[config.mk]
export PLATFORM = sky130hd
export DESIGN_NAME = uart_tx_ctrl_flat
export DESIGN_NICKNAME = d
export VERILOG_FILES = /design/src/rtl/uart_tx_ctrl_if.sv /design/src/rtl/uart_tx_ctrl.sv /design/src/flat_wrapper.sv
export SDC_FILE = /design/constraint.sdc
export NUM_CORES = 1
export LEC_CHECK = 0
export ABC_AREA = 1
export CAP_MARGIN = 5
export CELL_PAD_IN_SITES_DETAIL_PLACEMENT = 0
export CELL_PAD_IN_SITES_GLOBAL_PLACEMENT = 2
export CORE_MARGIN = 2
export CORE_UTILIZATION = 27
export CTS_CLUSTER_DIAMETER = 120
export DETAILED_ROUTE_END_ITERATION = 12
export HOLD_SLACK_MARGIN = 0.1
export PLACE_DENSITY = 0.82
export SYNTH_ARGS = -nofsm -noshare
export SYNTH_HDL_FRONTEND = slang
export SYNTH_SLANG_ARGS = --single-unit
[constraint.sdc]
create_clock -name CLK -period 2.4 [get_ports CLK]
set_clock_uncertainty 0.1 [all_clocks]
set_input_delay 0.6 -clock CLK [delete_from_list [all_inputs] [get_ports CLK]]
set_output_delay 0.6 -clock CLK [all_outputs]
set_load 0.01 [all_outputs]
[src/rtl/uart_tx_ctrl_if.sv]
// Handshake and control bundle between the TX frame controller and the TX datapath.
interface uart_tx_ctrl_if;
  logic       Data_Valid;
  logic       PAR_EN;
  logic       PAR_TYP;
  logic       data_load;
  logic       ser_en;
  logic [1:0] mux_sel;
  logic       par_typ_q;
  logic       busy;

  // Requester side: raises byte requests and supplies the parity configuration.
  modport master (
    output Data_Valid,
    output PAR_EN,
    output PAR_TYP,
    input  data_load,
    input  ser_en,
    input  mux_sel,
    input  par_typ_q,
    input  busy
  );

  // Controller side.
  modport slave (
    input  Data_Valid,
    input  PAR_EN,
    input  PAR_TYP,
    output data_load,
    output ser_en,
    output mux_sel,
    output par_typ_q,
    output busy
  );
endinterface

[src/rtl/uart_tx_ctrl.sv]
// UART TX frame sequencer: start, data, optional parity and stop phases.
module uart_tx_ctrl #(
  parameter int unsigned DATA_WIDTH = 8
) (
  input  logic          CLK,
  input  logic          RST,
  uart_tx_ctrl_if.slave bus
);

  localparam int unsigned CNT_W = (DATA_WIDTH > 1) ? $clog2(DATA_WIDTH) : 1;
  localparam logic [CNT_W-1:0] CNT_LAST = CNT_W'(DATA_WIDTH - 1);

  localparam logic [1:0] MUX_STOP   = 2'b00;
  localparam logic [1:0] MUX_START  = 2'b01;
  localparam logic [1:0] MUX_DATA   = 2'b10;
  localparam logic [1:0] MUX_PARITY = 2'b11;

  typedef enum logic [2:0] {
    IDLE   = 3'd0,
    START  = 3'd1,
    DATA   = 3'd2,
    PARITY = 3'd3,
    STOP   = 3'd4
  } state_t;

  state_t           state;
  state_t           next_state;
  logic [CNT_W-1:0] cnt;
  logic [CNT_W-1:0] cnt_next;
  logic             par_en_q;
  logic             par_typ_reg;
  logic             accept;
  logic             ser_en_reg;
  logic [1:0]       mux_sel_reg;
  logic             busy_reg;
  logic             ser_en_next;
  logic [1:0]       mux_sel_next;
  logic             busy_next;

  // A request is taken only when the line is free or the current frame is ending.
  assign accept        = bus.Data_Valid && ((state == IDLE) || (state == STOP));
  assign bus.data_load = accept;
  assign bus.ser_en    = ser_en_reg;
  assign bus.mux_sel   = mux_sel_reg;
  assign bus.busy      = busy_reg;
  assign bus.par_typ_q = par_typ_reg;

  // Next-state, bit-counter and next-output decode.
  always_comb begin
    next_state   = state;
    cnt_next     = cnt;
    ser_en_next  = 1'b0;
    mux_sel_next = MUX_STOP;
    busy_next    = 1'b0;

    case (state)
      IDLE: begin
        if (accept) begin
          next_state = START;
          cnt_next   = '0;
        end
      end
      START: begin
        next_state = DATA;
      end
      DATA: begin
        if (cnt == CNT_LAST) begin
          next_state = par_en_q ? PARITY : STOP;
          cnt_next   = '0;
        end else begin
          cnt_next = cnt + CNT_W'(1);
        end
      end
      PARITY: begin
        next_state = STOP;
      end
      STOP: begin
        if (accept) begin
          next_state = START;
          cnt_next   = '0;
        end else begin
          next_state = IDLE;
        end
      end
      default: begin
        next_state = IDLE;
        cnt_next   = '0;
      end
    endcase

    // Outputs are registered, so decode them from the state being entered.
    case (next_state)
      START: begin
        mux_sel_next = MUX_START;
        busy_next    = 1'b1;
      end
      DATA: begin
        mux_sel_next = MUX_DATA;
        ser_en_next  = 1'b1;
        busy_next    = 1'b1;
      end
      PARITY: begin
        mux_sel_next = MUX_PARITY;
        busy_next    = 1'b1;
      end
      STOP: begin
        mux_sel_next = MUX_STOP;
        busy_next    = 1'b1;
      end
      default: begin
        mux_sel_next = MUX_STOP;
      end
    endcase
  end

  // State, counter, latched parity configuration and output registers.
  always_ff @(posedge CLK) begin
    if (RST) begin
      state       <= IDLE;
      cnt         <= '0;
      par_en_q    <= 1'b0;
      par_typ_reg <= 1'b0;
      ser_en_reg  <= 1'b0;
      mux_sel_reg <= MUX_STOP;
      busy_reg    <= 1'b0;
    end else begin
      state       <= next_state;
      cnt         <= cnt_next;
      ser_en_reg  <= ser_en_next;
      mux_sel_reg <= mux_sel_next;
      busy_reg    <= busy_next;
      if (accept) begin
        par_en_q    <= bus.PAR_EN;
        par_typ_reg <= bus.PAR_TYP;
      end
    end
  end

endmodule

[src/flat_wrapper.sv]
// flat-port wrapper written by rule: the top's interface ports become plain ports
module uart_tx_ctrl_flat 
#(
  parameter int unsigned DATA_WIDTH = 8
)
  (CLK, RST, bus_Data_Valid, bus_PAR_EN, bus_PAR_TYP, bus_data_load, bus_ser_en, bus_mux_sel, bus_par_typ_q, bus_busy);
  uart_tx_ctrl_if bus_i ();
  input  logic CLK;
  input  logic RST;
  input wire logic [$bits(bus_i.Data_Valid)-1:0] bus_Data_Valid;
  input wire logic [$bits(bus_i.PAR_EN)-1:0] bus_PAR_EN;
  input wire logic [$bits(bus_i.PAR_TYP)-1:0] bus_PAR_TYP;
  output wire logic [$bits(bus_i.data_load)-1:0] bus_data_load;
  output wire logic [$bits(bus_i.ser_en)-1:0] bus_ser_en;
  output wire logic [$bits(bus_i.mux_sel)-1:0] bus_mux_sel;
  output wire logic [$bits(bus_i.par_typ_q)-1:0] bus_par_typ_q;
  output wire logic [$bits(bus_i.busy)-1:0] bus_busy;
  assign bus_i.Data_Valid = bus_Data_Valid;
  assign bus_i.PAR_EN = bus_PAR_EN;
  assign bus_i.PAR_TYP = bus_PAR_TYP;
  assign bus_data_load = bus_i.data_load;
  assign bus_ser_en = bus_i.ser_en;
  assign bus_mux_sel = bus_i.mux_sel;
  assign bus_par_typ_q = bus_i.par_typ_q;
  assign bus_busy = bus_i.busy;
  uart_tx_ctrl #(.DATA_WIDTH(DATA_WIDTH)) u_core (.CLK(CLK), .RST(RST), .bus(bus_i));
endmodule
# == Word level (Yosys, flattened, before mapping) ==
# Index checks and enable logic that the tools add are counted.
# word_totals
ff_bits,12
input_bits,5
output_inout_bits,6
wordCells,37
# op_classes
addsub,1
n_eq_ne,10
muxes,11
bitwise,1
reduce_logical,7
# op_table
op,n
3-bit two-way mux,5
3-bit case mux with 5 select lines,1
3-bit by 2-bit equality test with 1-bit output (second input constant),4
3-bit equality test (second input constant),3
3-bit case mux with 3 select lines,1
3-bit by 1-bit equality test with 1-bit output (second input constant),2
2-bit case mux with 3 select lines,1
2-bit OR reduction,2
4-bit OR reduction,1
3-bit by 1-bit adder with 3-bit output (second input constant),1
3-bit logical NOT,1
1-bit two-way mux,3
2-bit by 1-bit inequality test with 1-bit output (second input constant),1
2-bit AND reduction,1
1-bit logical AND,1
1-bit logical OR,1
1-bit NOT,1

# == Logic depth before layout (Yosys ltp) ==
# logic_depth
word_depth,8
depth_mapped,9

# == Least setup slack after synthesis ==
# Ideal clock, no wire load.
# synth_timing
kind,in2out
start,input port bus_Data_Valid
end,output port bus_data_load
arrival_time_ns,0.800
path_slack_ns,0.900
cell_stages,2
n_path_buf,0
cell_sequence,nand2_2 clkinv_2
# synth_via
elab_chain_cells,1
# synth_lines
item,line_no,text
start: declaration,flat_wrapper.sv:10,input wire logic [$bits(bus_i.Data_Valid)-1:0] bus_Data_Valid;
1-bit logical AND,uart_tx_ctrl.sv:41,assign accept = bus.Data_Valid && ((state == IDLE) || (state == STOP));
end: declaration,flat_wrapper.sv:13,output wire logic [$bits(bus_i.data_load)-1:0] bus_data_load;
# No other way between the ends.

# == Worst setup path after layout ==
# Ends and elaborated chain as after synthesis.

==> out/metrics.cfg <==
[sta]
slew-limit-headroom=0.877
maxSlewViolCount=0
setup_viol=0
hold_viol_final=0
rsz0062_at_grt=no
period_share=0.911
fmax_ghz=0.457
fin_tns_setup_ns=0
worst_pin_slew_ns=0.184
period_needed_ns=2.19
whs_ns=0.363
worst_slack_ns=0.214

[clock_network]
cts_max_path_buffers=2
clk_latency_ns=0.27
cts_tree=done
cts.htree.levels=1
clkTransAtPathRegs_ns=0.07
cts.sinks=12
cts_buffers=3
cts_root_buffer=clkbuf_4

[route]
num_vias=422
ant_nets=0
wl_per_cell_um=9.13
dr.pass1.iters=3
initialDrtViolationCount=4
drc=0
wl_um=968
via_per_inst=3.98

[power_and_ir_drop]
p_leak_nw=0.314
power.total_mw=0.391
clkPwrFrac=0.307
pwr-share-comb=0.147
net-switching-power_mw=0.0963
power_frac_seq=0.546
p_int_mw=0.295
p_sw_frac=0.246
ir_worst_vdd_mv=0.246
power_density_mw_per_mm2=590

[setup_path]
cp.required_ns=1.70
crit_type=input pin to output port
slowest_stage=clkdlybuf4s50_1
cp_top_family=buffers and inverters
worst_path_largest_cell_delay_ns=0.50
critPathLaunchType=input pin
worstPathMaxFanout=2
cp.arrival_ns=1.49
crit_path_end_kind=output port
path_buf_inv=3
cp_cell_sequence=clkdlybuf4s50_1 > nand2_2 > clkinv_2 > dlygate4sd2_1
reg2reg_slack_ns=1.03

[job]
cap_violations=0

[worst_hold_path]
min_path_type=flop to flop

[yosys]
synth_warnings=0
synthDistinctLibCells=14
syn_avg_cell_area_um2=7.47
syn_inst=67
synth_area_um2=500
synth-seq-cells=12
seq_area_frac_synth=0.480
synth_nets=74

[place]
gp_congestion=0.678
dp_hpwl_um=746
dpl_cell_area_um2=642
post-place-ws_ns=-0.0588
io_buffers=10
place_inst=103

[floorplan]
die_w_um=47.1
fp.dieH_um=47.1
start_util=0.290
io_pins=11
core_area_mm2=0.00173
dieArea_mm2=0.00221
fp-row-count=15

[finish]
stdcell_area_um2=663
antenna_cells=0
fin_util=0.384
finalNetCount=90
final_cells=106
layout-drive-gt1-share=0.160
area_growth_pct=32.5

[global_route]
antenna_found_initial=0
grt_pass1_vias=392
grt_pass1_wl_mm=1.57
grt_max_degree=8
grt_usage=0.106
overflow=0

[outcome]
status=completed

power by group through the flow:
stage	Sequential [mW]	Combinational [mW]	Clock (mW)
after floorplan	0.221	0.0281	0
after global placement	0.218	0.0594	0
after detailed placement	0.218	0.0594	0
after CTS	0.214	0.0588	0.127
after global routing	0.215	0.0646	0.130
final	0.214	0.0575	0.120
layer usage:
metal,wire length (µm),global-route usage
met1,493,0.131
met2,424,0.153
met3,35,0.0308
met4,14,0.0833
met5,0,0
placed cells by master (no fill, tap or decap):
cell	synthesis	routed
o21ai_1	1	1
nor2_2	1	1
clkinv_2	1	1
buf_4	0	2
nor2_1	8	8
nand2_1	18	18
clkbuf_4	0	3
a21oi_1	6	6
clkdlybuf4s50_1	0	9
nand3_1	1	1
dlygate4sd2_1	0	1
o21ai_0	1	1
dfxtp_1	12	12
nand2_2	5	5
nor2_4	1	1
inv_1	9	9
ha_1	2	2
final cells by class:
type                       instances  area, µm²
clock buffer                       3       22.5
fill                             194       1060
inverter                          10       38.8
multi-input combinational         44        216
sequential                        12        240
tap                               25       31.3
timing repair buffer              12        114
synth_stat cells:
cell type	count	share of area
clkbuf_2	1	0.010
nor2_2	1	0.013
nand3_1	1	0.010
nor2_4	1	0.022
nand2_2	5	0.063
o21ai_1	1	0.010
ha_1	2	0.050
a21oi_1	6	0.060
nand2_1	18	0.13
dfxtp_1	12	0.48
clkinv_2	1	0.010
inv_1	9	0.067
o21ai_0	1	0.010
nor2_1	8	0.060
tightest hold or removal path, delay by kind of cell, from the launching register on:
kind               cells  cell delay, ns
AOI/OAI and AO/OA      1            0.05
DFF                    1            0.32
and+or+nand+nor        1            0.06
what timing repair did:
item / CTS / global route
setup buffers: 0 / 0
endpoints found under the setup margin: 1 / 0
hold buffers: 0 / 0
resized for setup: 1 / 0
kinds of logic after synthesis:
| logic type | after synthesis | share of synthesized area |
|---|---|---|
| adder cells (fa/ha/maj) | 2 | 0.0500 |
| buffers and inverters | 11 | 0.0875 |
| AND/OR/NAND/NOR | 34 | 0.302 |
| flip-flops | 12 | 0.480 |
| AO/OA/AOI/OAI | 8 | 0.0800 |
worst paths after layout:
check                                                start                          to  cells past startpoint
worst max register to register  u_core.cnt[0]$_SDFFE_PP0P_  u_core.state[1]$_SDFF_PP0_                      9
worst min-delay path            u_core.cnt[1]$_SDFFE_PP0P_  u_core.cnt[1]$_SDFFE_PP0P_                      2
worst min register to register  u_core.cnt[1]$_SDFFE_PP0P_  u_core.cnt[1]$_SDFFE_PP0P_                      2
worst max-delay path                        bus_Data_Valid               bus_data_load                      4
No activity file was read; power rests on OpenSTA's default activity.
